[src/rtl/procyon_ccu_pkg.sv]
// Shared types and constants for the CCU scheduler: FSM state encoding, BIU
// function/length encodings and the aging-counter width helper.
`ifndef PCYN_CCU_LEN_WIDTH
`define PCYN_CCU_LEN_WIDTH 4
`endif
`ifndef PCYN_BIU_LEN_WIDTH
`define PCYN_BIU_LEN_WIDTH 4
`endif
`ifndef PCYN_BIU_FUNC_WIDTH
`define PCYN_BIU_FUNC_WIDTH 2
`endif
`ifndef PCYN_BIU_FUNC_READ
`define PCYN_BIU_FUNC_READ 2'b01
`endif
`ifndef PCYN_BIU_FUNC_WRITE
`define PCYN_BIU_FUNC_WRITE 2'b10
`endif

package procyon_ccu_pkg;

    localparam int CCU_LEN_WIDTH  = `PCYN_CCU_LEN_WIDTH;
    localparam int BIU_LEN_WIDTH  = `PCYN_BIU_LEN_WIDTH;
    localparam int BIU_FUNC_WIDTH = `PCYN_BIU_FUNC_WIDTH;

    localparam logic [BIU_FUNC_WIDTH-1:0] BIU_FUNC_READ  = `PCYN_BIU_FUNC_READ;
    localparam logic [BIU_FUNC_WIDTH-1:0] BIU_FUNC_WRITE = `PCYN_BIU_FUNC_WRITE;

    typedef enum logic [1:0] {
        SCHED_IDLE = 2'd0,
        SCHED_BUSY = 2'd1,
        SCHED_DONE = 2'd2
    } sched_state_t;

    function automatic int age_width(input int limit);
        return $clog2(limit + 1);
    endfunction

    // Zero-extends or truncates a requester length onto the BIU length field.
    function automatic logic [BIU_LEN_WIDTH-1:0] to_biu_len(input logic [CCU_LEN_WIDTH-1:0] len);
        logic [BIU_LEN_WIDTH-1:0] r;
        r = '0;
        for (int i = 0; i < BIU_LEN_WIDTH; i++) begin
            if (i < CCU_LEN_WIDTH) r[i] = len[i];
        end
        return r;
    endfunction

endpackage

[src/rtl/procyon_ccu_sched_pick.sv]
// Three-class priority picker: urgent, then starved, then plain valid; lowest
// index wins inside the first non-empty class.
module procyon_ccu_sched_pick #(
    parameter int DEPTH = 3
) (
    input  logic [DEPTH-1:0] valid,
    input  logic [DEPTH-1:0] urgent,
    input  logic [DEPTH-1:0] starved,
    output logic [DEPTH-1:0] grant,
    output logic             any_valid
);

    logic [DEPTH-1:0] urgent_mask;
    logic [DEPTH-1:0] starved_mask;
    logic [DEPTH-1:0] class_mask;
    logic             found;

    always_comb begin
        urgent_mask  = valid & urgent;
        starved_mask = valid & starved;
        if (|urgent_mask)       class_mask = urgent_mask;
        else if (|starved_mask) class_mask = starved_mask;
        else                    class_mask = valid;

        grant = '0;
        found = 1'b0;
        for (int i = 0; i < DEPTH; i++) begin
            if (class_mask[i] && !found) begin
                grant[i] = 1'b1;
                found    = 1'b1;
            end
        end
        any_valid = |valid;
    end

endmodule

[src/rtl/procyon_ccu_sched.sv]
// Starvation-aware scheduler sharing one BIU between CCU requesters; holds a
// single latched transaction and returns read data with a one-cycle done pulse.
//
//   state | meaning
//   IDLE  | arbitrate among valid requesters, latch the winner
//   BUSY  | BIU request held from latched fields until i_biu_done
//   DONE  | one-cycle done pulse; blocks re-arbitration on stale valid
module procyon_ccu_sched
    import procyon_ccu_pkg::*;
#(
    parameter int OPTN_ADDR_WIDTH      = 32,
    parameter int OPTN_CCU_SCHED_DEPTH = 3,
    parameter int OPTN_CCU_LINE_SIZE   = 32,
    parameter int OPTN_STARVE_LIMIT    = 4
) (
    input  logic                                          clk,
    input  logic                                          n_rst,
    input  logic [OPTN_CCU_SCHED_DEPTH-1:0]               i_req_valid,
    input  logic [OPTN_CCU_SCHED_DEPTH-1:0]               i_req_urgent,
    input  logic [OPTN_CCU_SCHED_DEPTH-1:0]               i_req_we,
    input  logic [OPTN_CCU_SCHED_DEPTH*CCU_LEN_WIDTH-1:0] i_req_len,
    input  logic [OPTN_CCU_SCHED_DEPTH*OPTN_ADDR_WIDTH-1:0] i_req_addr,
    input  logic [OPTN_CCU_SCHED_DEPTH*OPTN_CCU_LINE_SIZE*8-1:0] i_req_data,
    output logic [OPTN_CCU_SCHED_DEPTH-1:0]               o_req_grant,
    output logic [OPTN_CCU_SCHED_DEPTH-1:0]               o_req_done,
    output logic [OPTN_CCU_LINE_SIZE*8-1:0]               o_req_data,
    input  logic                                          i_biu_done,
    input  logic [OPTN_CCU_LINE_SIZE*8-1:0]               i_biu_data,
    output logic                                          o_biu_en,
    output logic [BIU_FUNC_WIDTH-1:0]                     o_biu_func,
    output logic [BIU_LEN_WIDTH-1:0]                      o_biu_len,
    output logic [OPTN_ADDR_WIDTH-1:0]                    o_biu_addr,
    output logic [OPTN_CCU_LINE_SIZE*8-1:0]               o_biu_data
);

    localparam int DEPTH      = OPTN_CCU_SCHED_DEPTH;
    localparam int AW         = OPTN_ADDR_WIDTH;
    localparam int LINE_WIDTH = OPTN_CCU_LINE_SIZE * 8;
    localparam int AGE_W      = age_width(OPTN_STARVE_LIMIT);
    localparam logic [AGE_W-1:0] AGE_LIMIT = AGE_W'(OPTN_STARVE_LIMIT);
    localparam logic [AGE_W-1:0] AGE_ONE   = AGE_W'(1);

    sched_state_t state_q, state_d;
    logic                      load;
    logic [DEPTH-1:0]          grant_q;
    logic [BIU_FUNC_WIDTH-1:0] func_q;
    logic [BIU_LEN_WIDTH-1:0]  len_q;
    logic [AW-1:0]             addr_q;
    logic [LINE_WIDTH-1:0]     data_q;
    logic [LINE_WIDTH-1:0]     rdata_q;
    logic [AGE_W-1:0]          age_q [DEPTH];

    logic [DEPTH-1:0]          starved;
    logic [DEPTH-1:0]          pick_grant;
    logic                      pick_any;
    logic                      sel_we;
    logic [CCU_LEN_WIDTH-1:0]  sel_len;
    logic [AW-1:0]             sel_addr;
    logic [LINE_WIDTH-1:0]     sel_data;

    always_comb begin
        for (int i = 0; i < DEPTH; i++) begin
            starved[i] = (age_q[i] == AGE_LIMIT);
        end
    end

    procyon_ccu_sched_pick #(
        .DEPTH (DEPTH)
    ) u_pick (
        .valid     (i_req_valid),
        .urgent    (i_req_urgent),
        .starved   (starved),
        .grant     (pick_grant),
        .any_valid (pick_any)
    );

    always_comb begin
        sel_we   = 1'b0;
        sel_len  = '0;
        sel_addr = '0;
        sel_data = '0;
        for (int i = 0; i < DEPTH; i++) begin
            if (pick_grant[i]) begin
                sel_we   = i_req_we[i];
                sel_len  = i_req_len[i*CCU_LEN_WIDTH +: CCU_LEN_WIDTH];
                sel_addr = i_req_addr[i*AW +: AW];
                sel_data = i_req_data[i*LINE_WIDTH +: LINE_WIDTH];
            end
        end
    end

    always_comb begin
        state_d    = state_q;
        load       = 1'b0;
        o_biu_en   = 1'b0;
        o_req_done = '0;
        case (state_q)
            SCHED_IDLE: begin
                if (pick_any) begin
                    state_d = SCHED_BUSY;
                    load    = 1'b1;
                end
            end
            SCHED_BUSY: begin
                o_biu_en = 1'b1;
                if (i_biu_done) state_d = SCHED_DONE;
            end
            SCHED_DONE: begin
                o_req_done = grant_q;
                state_d    = SCHED_IDLE;
            end
            default: state_d = SCHED_IDLE;
        endcase
    end

    always_ff @(posedge clk or negedge n_rst) begin
        if (!n_rst) begin
            state_q <= SCHED_IDLE;
            grant_q <= '0;
            func_q  <= '0;
            len_q   <= '0;
            addr_q  <= '0;
            data_q  <= '0;
            rdata_q <= '0;
        end else begin
            state_q <= state_d;
            if (load) begin
                grant_q <= pick_grant;
                func_q  <= sel_we ? BIU_FUNC_WRITE : BIU_FUNC_READ;
                len_q   <= to_biu_len(sel_len);
                addr_q  <= sel_addr;
                data_q  <= sel_data;
            end
            if (state_q == SCHED_DONE) grant_q <= '0;
            if (state_q == SCHED_BUSY && i_biu_done) rdata_q <= i_biu_data;
        end
    end

    // Ages move only when a grant is issued; starved losers stay pinned at the limit.
    always_ff @(posedge clk or negedge n_rst) begin
        if (!n_rst) begin
            for (int i = 0; i < DEPTH; i++) age_q[i] <= '0;
        end else if (load) begin
            for (int i = 0; i < DEPTH; i++) begin
                if (pick_grant[i])              age_q[i] <= '0;
                else if (!i_req_valid[i])       age_q[i] <= '0;
                else if (age_q[i] != AGE_LIMIT) age_q[i] <= age_q[i] + AGE_ONE;
            end
        end
    end

    assign o_req_grant = grant_q;
    assign o_req_data  = rdata_q;
    assign o_biu_func  = func_q;
    assign o_biu_len   = len_q;
    assign o_biu_addr  = addr_q;
    assign o_biu_data  = data_q;

endmodule
[config.mk]
export PLATFORM = sky130hd
export DESIGN_NAME = procyon_ccu_sched
export DESIGN_NICKNAME = d
export VERILOG_FILES = /design/src/rtl/procyon_ccu_pkg.sv /design/src/rtl/procyon_ccu_sched_pick.sv /design/src/rtl/procyon_ccu_sched.sv
export SDC_FILE = /design/constraint.sdc
export NUM_CORES = 1
export LEC_CHECK = 0
export ABC_AREA = 1
export CORE_AREA = 4 4 655 657
export CTS_BUF_LIST = sky130_fd_sc_hd__clkbuf_4
export CTS_CLUSTER_DIAMETER = 100
export CTS_CLUSTER_SIZE = 25
export DETAILED_ROUTE_END_ITERATION = 12
export DIE_AREA = 0 0 659 661
export SLEW_MARGIN = 20
export SYNTH_ARGS = -nofsm -noshare
export SYNTH_HDL_FRONTEND = slang
export SYNTH_HIERARCHICAL = 1
export SYNTH_SLANG_ARGS = --single-unit
[constraint.sdc]
create_clock -name clk -period 6.1 [get_ports clk]
set_input_delay 0.915 -clock clk [delete_from_list [all_inputs] [get_ports clk]]
set_output_delay 0.915 -clock clk [all_outputs]
set_load 0.005 [all_outputs]
==> impl_metrics.tcl, run 1 <==
set metrics [dict create \
    outcome "finished with violations" \
    violations "max-slew violations" \
    syn2layout_area_growth_pct 102.1 \
    io_buffer_count 1700 \
    yosysTopAreaCellShare_pct 49.78 \
    grt_pass1_wl_microns 462700 \
    timing.hold.ws_ns 0.2406 \
    critPathLaunchType "flip-flop" \
    grt_usage_pct 17.02 \
    clkSinkCount 564 \
    detail_route.iter0.violations 2505 \
    finalPower_mw 23.44 \
    vias 35750 \
    fin_crit_sh_pct 69.16 \
    crit_buf_inv 6 \
    cp.required_ns 7.30 \
    fillers 48610 \
    cts_resized 0 \
    drive_gt1_share_pct 4.054 \
    worstSetupPathType "reg -> reg" \
    critPathMaxStageDelay_ns 0.56 \
    numCtsBuffers 71 \
    synth.most_common_cell "nand2_1" \
    detail_route.wirelength_microns 386900 \
    worst_setup_path_end_kind "flip-flop" \
    core.rowCount 239 \
    die_area_sq_um 435600 \
    avgSynthCellArea_sq_um 7.509 \
    grt_max_degree 161 \
    clock-root-buffer "clkbuf_4" \
    place_congestion 0.8923 \
    rsz0062_at_grt "false" \
    clock_skew_ns 0.1668 \
    drtAntennaViolNets 0 \
    clk-insertion-delay-late_ns 1.37 \
    synth_edf_count 0 \
    synth_top_cells_by_count "nand2_1 (1997), dfrtp_1 (564), nand3_1 (296)" \
    period_minus_slack_ns 4.219 \
    slew_headroom_pct -3.647 \
    cap_violations 0 \
    arrival_ns 5.42 \
    finalSetupTns_ns 0 \
    viasPerCell 3.093 \
    nNetsFinal 6921 \
    synthesis.area_sq_um 28350 \
    dpl.hpwl_microns 336000 \
    crit_family "buffers and inverters" \
    slew_violations 46 \
    crit_top_cell "nand2_1" \
    post_drt_wl_per_cell_microns 33.47 \
    yosys_register_bits 564 \
    hold_class "in -> reg" \
    dieWidth_microns 659 \
    h-tree-depth 3 \
    fin_util_pct 13.55 \
    p_per_area_nw_per_um2 409.0 \
    p_leak_nw 23.90 \
    synth_area_leader_cell "dfrtp_1" \
    max_freq_mhz 237.0 \
    boundaryPins 1701 \
    grt_pass1_vias 35350 \
    seq_area_frac_synth_pct 49.78 \
    syn_inst 3776 \
    syn-num-nets 4926 \
    drcViolationCount 0 \
    async_flop_share_pct 100.0 \
    firstDrtPassIters 5 \
    cts_buffer_depth 4 \
    die_height_microns 661 \
    synthDistinctLibCells 26 \
    ys_warn_count 6 \
    slowest_stage "dlygate4sd3_1" \
    cts.clk_slew.worst_paths_ns 0.23 \
    antenna_found_initial 345 \
    peakVddDrop_mv 0.4087 \
    coreArea_sq_um 422800 \
    setup_violations 0 \
    cts_tree "done" \
    worstMarginPinSlew_ns 1.555 \
    start_util_pct 6.706 \
    synthTopCellsByArea "dfrtp_1 (50%), nand2_1 (26%), nand3_1 (5.2%)" \
    yosys_most_used_dff "dfrtp_1" \
    hold_viol 0 \
    globalRouteOverflowTotal 0 \
    path_cells "inv_1 -> ha_1 -> nand2_1 -> inv_1 -> nand2_1 -> nand3_1 -> nand2_1 -> inv_1 -> o21ai_2 -> nor2_4 -> clkinv_8 -> buf_12 -> or2_0 -> nand3_1 -> dlygate4sd3_1 -> nand2_1" \
    cp_max_fo 154 \
    multi_input_area_sq_um 12620 \
    ff_latch_area_sq_um 14110 \
]
==> cells by family (layout without fill, tap and decap cells) <==
| kind of cell | count (synthesis) | after routing | share of synthesized area, % |
|---|---|---|---|
| AND/OR/NAND/NOR | 2622 | 2622 | 38.72 |
| adder cells (fa/ha/maj) | 6 | 6 | 0.2648 |
| AO/OA/AOI/OAI | 302 | 302 | 5.379 |
| flip-flops | 564 | 564 | 49.78 |
| other | 0 | 75 | 0 |
| buffers and inverters | 282 | 2327 | 5.860 |
==> layer usage <==
layer | vias up | routed length [microns] | track usage (%)
met2 | 1927 | 176600 | 28.02
met1 | 16960 | 126700 | 16.42
li1 | 15920 | - | -
met4 | 202 | 13660 | 4.287
met3 | 739 | 68580 | 13.58
met5 | - | 1352 | 0
==> metrics by stage <==
| step | instances | setup WS (ns) | cell area [sq um] |
|---|---|---|---|
| floorplan | 3776 | 3.754 | 28350 |
| global placement | 10930 | 1.759 | 51550 |
| detailed placement | 10930 | 1.797 | 51550 |
| CTS | 11480 | 1.974 | 57110 |
| global route | 11510 | 1.784 | 57170 |
| finish | 11560 | 1.881 | 57300 |
==> what timing repair did <==
item,4_1_cts,5_1_grt
hold endpoints to repair,565,0
buffers inserted,0,0
hold buffers,432,0
==> power breakdown <==
part / switching [mW] / internal, mW / total, mW
clock: 2.17 / 0.954 / 3.13
combinational: 8.99 / 4.87 / 13.9
sequential: 1.06 / 5.39 / 6.45
total: 12.2 / 11.2 / 23.4
==> worst reg2reg max path: cells and delay by family (launching register included) <==
family / cells / cell delay, ns
adders and majority gates: 1 / 0.15
DFF: 1 / 0.44
and+or+nand+nor: 8 / 1.55
buffers and inverters: 6 / 1.94
AOI/OAI and AO/OA: 1 / 0.14
==> cell usage in the layout (no fill, tap or decap), types with 6 or more instances in the layout <==
cell type        count
nand2_1           1996
clkdlybuf4s50_1   1695
dfrtp_1            564
dlygate4sd3_1      431
nand3_1            296
a21oi_1            292
or2_0              215
clkbuf_4            78
diode_2             75
or2_2               53
inv_1               26
or2_1               25
buf_4               24
nor2_1              23
buf_12              22
inv_6                9
inv_8                8
clkinv_8             7
ha_1                 6
==> path summary, 6_finish.rpt <==
check                                           from                     endpoint  slack, ns  depth (start not counted)
min in group asynchronous                      n_rst   o_biu_data[43]$_DFFE_PN0P_       0.66                          3
hold reg to reg            o_biu_data[0]$_DFFE_PN0P_    o_biu_data[0]$_DFFE_PN0P_       0.49                          2
setup / recovery                age_q[3]$_DFFE_PN0P_  o_biu_data[172]$_DFFE_PN0P_       1.88                         16
max in group asynchronous                      n_rst  o_biu_data[245]$_DFFE_PN0P_       4.21                          5
hold / removal                       i_biu_data[131]  o_req_data[131]$_DFFE_PN0P_       0.24                          3
setup reg to reg                age_q[3]$_DFFE_PN0P_  o_biu_data[172]$_DFFE_PN0P_       1.88                         16
==> flip-flops by register name (all words and copies together), names as in the netlist <==
signal,count
age_q,9
o_biu_addr,32
o_biu_data,256
o_biu_func,2
o_biu_len,4
o_req_data,256
o_req_grant,3
state_q,2
==> cell type report <==
cell class,instances,area share [%]
clock inverter,45,1.105
sequential,564,24.63
clock buffer,78,1.022
antenna,75,0.3275
multi-input combinational,2930,22.02
tap,5663,12.37
timing repair buffer,2174,38.30
inverter,30,0.2315
Power figures use the tool's default switching activity.
==> run 2, diff against run 1 <==
Settings changed: CORE_AREA 4 4 655 657 to 4 4 660 662, DIE_AREA 0 0 659 661 to 0 0 664 666.
Clock period 6.1 ns to 4.2 ns, I/O delays scaled along.
==> run 2 against run 1 <==
The flow now finishes without violations. Clock power is 37% higher. Utilization rose by 1.4 points. Final area is 12% higher. Wire length grew 2.1%. Fmax is 4.7% higher. First-iteration DRC count up 6.1%. Highest routed layer unchanged.
==> impl_metrics.tcl, run 2 (same netlist as run 1, synthesis figures left out) <==
set metrics [dict create \
    outcome "completed" \
    finalSetupTns_ns 0 \
    post_drt_wl_per_cell_microns 32.11 \
    detail_route.iter0.violations 2657 \
    start_util_pct 6.599 \
    peakVddDrop_mv 0.2828 \
    worstMarginPinSlew_ns 1.103 \
    p_leak_nw 26.33 \
    die_height_microns 666 \
    cts.clk_slew.worst_paths_ns 0.23 \
    h-tree-depth 2 \
    fillers 48830 \
    most-common-layout-cells "nand2_1 (1995), clkdlybuf4s50_1 (1690), dlygate4sd3_1 (1051)" \
    layout_setup_ws_ns 0.1718 \
    cts_buffer_depth 3 \
    switching_share_pct 51.68 \
    worstSetupPathType "reg -> reg" \
    arrival_ns 5.35 \
    slew_headroom_pct 26.23 \
    cts_tree "done" \
    nNetsFinal 7565 \
    io_buffer_count 1700 \
    clock_skew_ns 0.1269 \
    antenna_found_initial 354 \
    coreArea_sq_um 429700 \
    viasPerCell 3.128 \
    hold_class "in -> reg" \
    rsz0062_at_grt "false" \
    cp_max_fo 101 \
    power_switching_mw 18.50 \
    dieWidth_microns 664 \
    drive_gt1_share_pct 4.131 \
    grt_max_degree 122 \
    numCtsBuffers 58 \
    period_minus_slack_ns 4.028 \
    p_per_area_nw_per_um2 558.2 \
    globalRouteOverflowTotal 0 \
    clkSinkCount 564 \
    clk-insertion-delay-late_ns 1.43 \
    hold_viol 0 \
    combPwrFrac_pct 61.8 \
    grt_usage_pct 17.18 \
    dpl.hpwl_microns 343700 \
    detail_route.wirelength_microns 395100 \
    internal_power_mw 17.29 \
    worst_setup_path_end_kind "flip-flop" \
    final_common_cell "nand2_1" \
    place_ws_ns 0.3124 \
    place_congestion 0.9014 \
    core.rowCount 241 \
    vias 38500 \
    grt_pass1_wl_microns 479300 \
    grt_pass1_vias 38920 \
    slew_violations 0 \
    drtAntennaViolNets 0 \
    firstDrtPassIters 5 \
    fin_crit_sh_pct 95.91 \
    cp.required_ns 5.52 \
    boundaryPins 1701 \
    setup_violations 0 \
    clock-root-buffer "clkbuf_4" \
    p_clk_share_pct 12.0 \
    syn2layout_area_growth_pct 126.1 \
    cap_violations 0 \
    critPathLaunchType "flip-flop" \
    power_frac_seq_pct 26.1 \
    max_freq_mhz 248.2 \
    die_area_sq_um 442200 \
    drcViolationCount 0 \
]
-- run 2: cell count changes in the layout (fill, tap and decap cells not counted), moves of 19 or more --
| cell | previous run | this run |
|---|---|---|
| diode_2 | 75 | 133 |
| dlygate4sd3_1 | 431 | 1051 |
| buf_4 | 24 | 55 |
| clkbuf_4 | 78 | 59 |
-- run 2: what timing repair did --
item | 4_1_cts | 5_1_grt
gates resized for setup | 0 | 8
hold buffers | 1052 | 0
endpoints found under the setup margin | 0 | 181
buffers inserted | 0 | 5
hold endpoints to repair | 1116 | 0
-- run 2: path summary, 6_finish.rpt --
kind                                            start                          end  slack [ns]  cells past startpoint
min in group asynchronous                       n_rst    o_req_data[5]$_DFFE_PN0P_        0.67                      4
setup / recovery                 age_q[6]$_DFFE_PN0P_  o_biu_data[136]$_DFFE_PN0P_        0.17                     18
setup reg to reg                 age_q[6]$_DFFE_PN0P_  o_biu_data[136]$_DFFE_PN0P_        0.17                     18
hold / removal                        i_req_urgent[0]   o_req_grant[0]$_DFFE_PN0P_        0.28                      5
hold reg to reg            o_biu_data[48]$_DFFE_PN0P_   o_biu_data[48]$_DFFE_PN0P_        0.50                      2
max in group asynchronous                       n_rst  o_biu_data[197]$_DFFE_PN0P_        2.81                      4
-- run 2: metal layers --
metal / GRT usage [%] / vias to the layer above / routed length, microns
li1: - / 17300 / -
met1: 17.55 / 18270 / 138000
met2: 26.62 / 2085 / 171400
met3: 12.49 / 694 / 64700
met4: 7.251 / 146 / 20120
met5: 0 / - / 929
-- run 2: final cells by class --
class	count	area, sq um	share of cell area, %
Multi-Input combinational cell	2930	12630	19.70
Sequential cell	564	14110	22.01
Clock inverter	50	737.0	1.149
Timing Repair Buffer	2831	28580	44.57
Clock buffer	59	442.9	0.6908
Inverter	30	135.1	0.2108
Tap cell	5710	7144	11.14
Antenna cell	133	332.8	0.5191
-- run 2: metrics by stage --
stage	std cells	util [%]	total power, mW	instance area [sq um]	hold WS (ns)
after floorplan	3776	-	14.22	28350	0.3344
after global placement	11010	12.09	29.99	51930	0.4611
after detailed placement	11010	12.09	29.98	51930	0.4639
after CTS	12170	14.82	36.55	63660	0.02328
after global routing	12240	14.88	38.17	63950	0.1569
final	12310	14.92	35.79	64110	0.2772
-- run 2: worst max-delay path, stage by stage (launching register included) --
cell,delay (ns)
dfrtp_1,0.44
inv_1,0.07
ha_1,0.14
nand2_1,0.08
inv_1,0.12
nand2_1,0.09
nand3_1,0.13
nand2_1,0.06
inv_1,0.09
o21ai_4,0.11
nor2_4,0.27
buf_12,0.21
buf_16,0.31
a21oi_1,0.17
nand2_1,0.11
dlygate4sd3_1,0.55
nand3_1,0.11
dlygate4sd3_1,0.63
nand2_1,0.06
-- run 2: power groups by stage --
stage               sequential [mW]  combinational, mW  clock [mW]
floorplan                      9.37               4.85           0
global placement               9.34               20.6           0
detailed placement             9.42               20.6           0
CTS                            9.35               22.6        4.56
global route                   9.64               23.9        4.66
finish                         9.36               22.1        4.30
